<file path="config.mk">
export PLATFORM = sky130hd
export DESIGN_NAME = and_frame_collector
export DESIGN_NICKNAME = d
export VERILOG_FILES = /design/src/rtl/and_frame_collector.sv
export SDC_FILE = /design/constraint.sdc
export NUM_CORES = 1
export LEC_CHECK = 0
export ABC_AREA = 0
export CAP_MARGIN = 5
export CORE_ASPECT_RATIO = 0.7
export CORE_MARGIN = 5
export CORE_UTILIZATION = 43
export DETAILED_ROUTE_END_ITERATION = 6
export GPL_ROUTABILITY_DRIVEN = 0
export MAX_ROUTING_LAYER = met4
export PLACE_DENSITY = 0.73
export SETUP_SLACK_MARGIN = 0.02
export SLEW_MARGIN = 20
export SYNTH_ARGS = -nofsm -noshare
export SYNTH_HDL_FRONTEND = slang
export SYNTH_SLANG_ARGS = --single-unit
</file>
<file path="constraint.sdc">
create_clock -name CLK -period 1.9 [get_ports CLK]
set_clock_uncertainty 0.1 [all_clocks]
set_input_delay 0.285 -clock CLK [delete_from_list [all_inputs] [get_ports CLK]]
set_output_delay 0.285 -clock CLK [all_outputs]
set_load 0.05 [all_outputs]
</file>
<file path="src/rtl/and_frame_collector.sv">
// Collects WIDTH bit pairs into a frame of per-pair AND results and holds the
// completed frame, plus its AND-reduction, until the consumer takes it.
module and_frame_collector #(
   parameter int WIDTH = 8
) (
   input  logic                           CLK,
   input  logic                           RST,
   input  logic                           IN_VALID,
   input  logic                           A,
   input  logic                           B,
   output logic                           IN_READY,
   input  logic                           OUT_READY,
   output logic                           OUT_VALID,
   output logic [WIDTH-1:0]               Y,
   output logic                           RED,
   output logic [$clog2(WIDTH+1)-1:0]     COUNT
);

   localparam int CW = $clog2(WIDTH + 1);

   localparam logic ST_COLLECT = 1'b0;
   localparam logic ST_HOLD    = 1'b1;

   logic             state_q, state_d;
   logic [WIDTH-1:0] y_q, y_d;
   logic             red_q, red_d;
   logic [CW-1:0]    cnt_q, cnt_d;
   logic             ov_q, ov_d;

   logic accept;
   logic consume;
   logic ab;

   assign IN_READY = (state_q == ST_COLLECT) ? 1'b1 : OUT_READY;
   assign accept   = IN_VALID & IN_READY;
   assign consume  = ov_q & OUT_READY;
   assign ab       = A & B;

   always_comb begin
      state_d = state_q;
      y_d     = y_q;
      red_d   = red_q;
      cnt_d   = cnt_q;
      ov_d    = ov_q;
      case (state_q)
         ST_COLLECT: begin
            if (accept) begin
               // Decoded write keeps the index width independent of COUNT's width.
               for (int unsigned i = 0; i < WIDTH; i++) begin
                  if (cnt_q == CW'(i)) y_d[i] = ab;
               end
               cnt_d = cnt_q + CW'(1);
               if (cnt_q == CW'(WIDTH - 1)) begin
                  state_d = ST_HOLD;
                  ov_d    = 1'b1;
                  red_d   = &y_d;
               end
            end
         end
         default: begin
            if (consume) begin
               y_d   = '0;
               red_d = 1'b0;
               cnt_d = '0;
               ov_d  = 1'b0;
               state_d = ST_COLLECT;
               if (accept) begin
                  // The accepted pair opens the next frame; with one pair per frame it also closes it.
                  y_d[0] = ab;
                  cnt_d  = CW'(1);
                  if (WIDTH == 1) begin
                     red_d   = ab;
                     ov_d    = 1'b1;
                     state_d = ST_HOLD;
                  end
               end
            end
         end
      endcase
   end

   always_ff @(posedge CLK or posedge RST) begin
      if (RST) begin
         state_q <= ST_COLLECT;
         y_q     <= '0;
         red_q   <= 1'b0;
         cnt_q   <= '0;
         ov_q    <= 1'b0;
      end else begin
         state_q <= state_d;
         y_q     <= y_d;
         red_q   <= red_d;
         cnt_q   <= cnt_d;
         ov_q    <= ov_d;
      end
   end

   assign OUT_VALID = ov_q;
   assign Y         = y_q;
   assign RED       = red_q;
   assign COUNT     = cnt_q;

endmodule

</file>
==> impl_metrics.tcl, run 1 <==
set metrics [dict create \
    vias 880 \
    cts-buffers-inserted 3 \
    io_buffers 20 \
    cp_cell_sequence "ha_2 -> or4_4 -> a21oi_2 -> o211ai_1 -> o32ai_2" \
    root_buffer "clkbuf_4" \
    areaGrowthSynthToFinish_pct 33.5 \
    drive_above_1_share_pct 28.7 \
    grt_pass1_vias 845 \
    synth-xor-area-share_pct 1.93 \
    fin_util_pct 62.6 \
    slew_violations 0 \
    r2r-start "COUNT[0]" \
    finalSetupViolCount 0 \
    rr_worst_depth 5 \
    drcViolationCount 0 \
    routedWlPerCell_um 15.8 \
    first_iter_violations 77 \
    max-cap-violations 0 \
    yosys.area_share.simple_pct 23.0 \
    dp_hpwl_um 1800 \
    path_clk_slew_ns 0.10 \
    rsz0062_at_grt "yes" \
    crit_family "simple AND/OR/NAND/NOR gates" \
    crit_path_start_kind "flop" \
    vias_per_cell 5.57 \
    grt_max_degree 16 \
    critPathArrivalTime_ns 1.96 \
    ant_nets 0 \
    critPathBufInv 0 \
    fin_nets 147 \
    cts_tree "done" \
    r2r_slack_ns 0.05 \
    crit_cells 5 \
    num_antenna_cells 0 \
    synth-adder-area-share_pct 5.52 \
    drt-pass1-iter-count 4 \
    vdd_ir_drop_max_mv 1.12 \
    clock_path_buffers 2 \
    seq_area_frac_synth_pct 41.4 \
    worst_pin_slew_ns 0.613 \
    clock-sinks 15 \
    yosys-mux-area-fraction_pct 1.10 \
    die_w_um 64.9 \
    clock_latency_ns 0.30 \
    grt_pass1_wl_um 4180 \
    holdWs_ns 0.249 \
    r2r_end "RED" \
    cts_hold_buf 0 \
    syn_area_per_cell_um2 8.40 \
    hold_path.class "primary input to asynchronous set/reset pin" \
    synth_nets 118 \
    hold_violations 0 \
    fin_crit_sh_pct 97.3 \
    totalPowerFinal_mw 2.03 \
    dpl_worst_slack_ns 0.0166 \
    antenna_found_initial 0 \
    setup_slack_ns 0.0505 \
    synth-compound-area-share_pct 22.8 \
    crit_type "flop to flop" \
    core_area_um2 1940 \
    start_util_pct 46.9 \
    die_y_um 48.4 \
    cp_slowest_cell "or4_4" \
    synth_top_family_by_area "simple AND/OR/NAND/NOR gates" \
    die_area_um2 3140 \
    htreeDepth 1 \
    routed_wl_um 2500 \
    ys_types 30 \
    cp.required_ns 2.01 \
    synth_warnings 0 \
    max_stage_delay_ns 0.52 \
    path_max_fanout 7 \
    synth_cells 108 \
    leakagePower_nw 0.575 \
    num_rows 13 \
    min_period_ns 1.85 \
    io_pins 21 \
    syn_area_um2 907 \
    end_kind "flop" \
    outcome "complete, no violations" \
    grt_usage_pct 17.6 \
    power_per_cell_area_nw_per_um2 1670 \
    ys_ff_latch 15 \
    slew_headroom_pct 59.1 \
    max_freq_mhz 541 \
    overflow 0 \
]
worst reg2reg max path, delay by kind of cell (launching register included):
family	cells	cell delay (ns)
adders and majority gates	1	0.25
AOI/OAI and AO/OA	3	0.44
and+or+nand+nor	1	0.52
DFF	1	0.47
sequential cells by signal, summed over array words and instances, names as in the netlist:
signal,flops
Y,8
COUNT,4
OUT_VALID,1
RED,1
state_q,1
metrics by stage:
stage | cell area (µm²) | std cells | setup TNS (ns)
floorplan | 925 | 108 | -0.0885
global placement | 1140 | 152 | 0
detailed placement | 1140 | 152 | 0
CTS | 1180 | 158 | 0
global route | 1210 | 158 | -0.114
finish | 1210 | 158 | 0
cell families after synthesis:
group | count (synthesis)
AND/OR/NAND/NOR | 45
XOR/XNOR | 2
AO/OA/AOI/OAI | 33
multiplexers | 1
flip-flops | 15
adder cells (fa/ha/maj) | 4
buffers and inverters | 8
cells in the mapped netlist:
master,n,share of area [%]
inv_1,4,1.7
o32ai_2,1,1.8
nor2b_1,2,1.4
or4_4,1,1.2
buf_6,1,1.2
a2111oi_0,2,1.9
a21oi_2,1,0.97
nand4_1,2,1.4
o31ai_1,1,0.83
a21oi_1,9,5.0
dfrtp_1,15,41
and2_1,1,0.69
nand3_1,1,0.55
a21o_1,1,0.83
nand2b_1,2,1.4
nand2_1,22,9.1
o21ai_0,11,6.1
buf_2,1,0.55
clkbuf_1,2,0.83
a221oi_1,1,0.97
nor2_1,9,3.7
ha_1,4,5.5
and3_1,4,2.8
mux2i_1,1,1.1
and3_2,1,0.83
o22ai_1,2,1.4
o211ai_1,1,0.83
xor2_1,2,1.9
a31oi_1,2,1.4
a211oi_1,1,0.83
worst max path at each step:
stage / startpoint / to
floorplan: COUNT[0] / RED
global placement: COUNT[0] / RED
detailed placement: COUNT[0] / RED
CTS: COUNT[1] / RED
global route: COUNT[0] / RED
finish: COUNT[0] / RED
area by class of cell:
cell class / instances / area, µm²
Clock buffer: 4 / 26.3
Fill cell: 165 / 724
Inverter: 4 / 15.0
Multi-Input combinational cell: 85 / 529
Sequential cell: 15 / 378
Tap cell: 22 / 27.5
Timing Repair Buffer: 28 / 235
power by group:
group	leakage [nW]	switching (mW)	internal [mW]	total [mW]
Clock	0.0150	0.113	0.0819	0.195
Sequential	0.194	0.167	0.425	0.592
Combinational	0.366	0.779	0.460	1.24
Total	0.575	1.06	0.967	2.03
what timing repair did:
action	CTS	global route
gates resized for setup	1	4
endpoints found under the setup margin	1	1
setup buffers	2	0
pin swaps	0	3
cells in the final DEF (no fill, tap or decap), types with 3 or more instances in the layout:
master,netlist,routed
nand2_1,22,22
buf_4,0,22
dfrtp_1,15,13
o21ai_0,11,11
nor2_1,9,9
a21oi_1,9,9
clkdlybuf4s50_1,0,5
and3_1,4,4
clkbuf_4,0,3
per-layer routing:
metal / part of all wire (%) / up-vias / global-route usage, %
met5: 0 / - / -
met4: 0.84 / 0 / 4.91
met3: 6.7 / 3 / 5.07
met2: 46 / 29 / 26.1
met1: 47 / 409 / 23.3
li1: - / 439 / -
No activity file was read; power rests on OpenSTA's default activity.
==> run 2: changes to the inputs <==
- HOLD_SLACK_MARGIN: unset -> 0.06
==> results of run 2 <==
No change in the layout: final DEF, timing and power equal those of run 1.
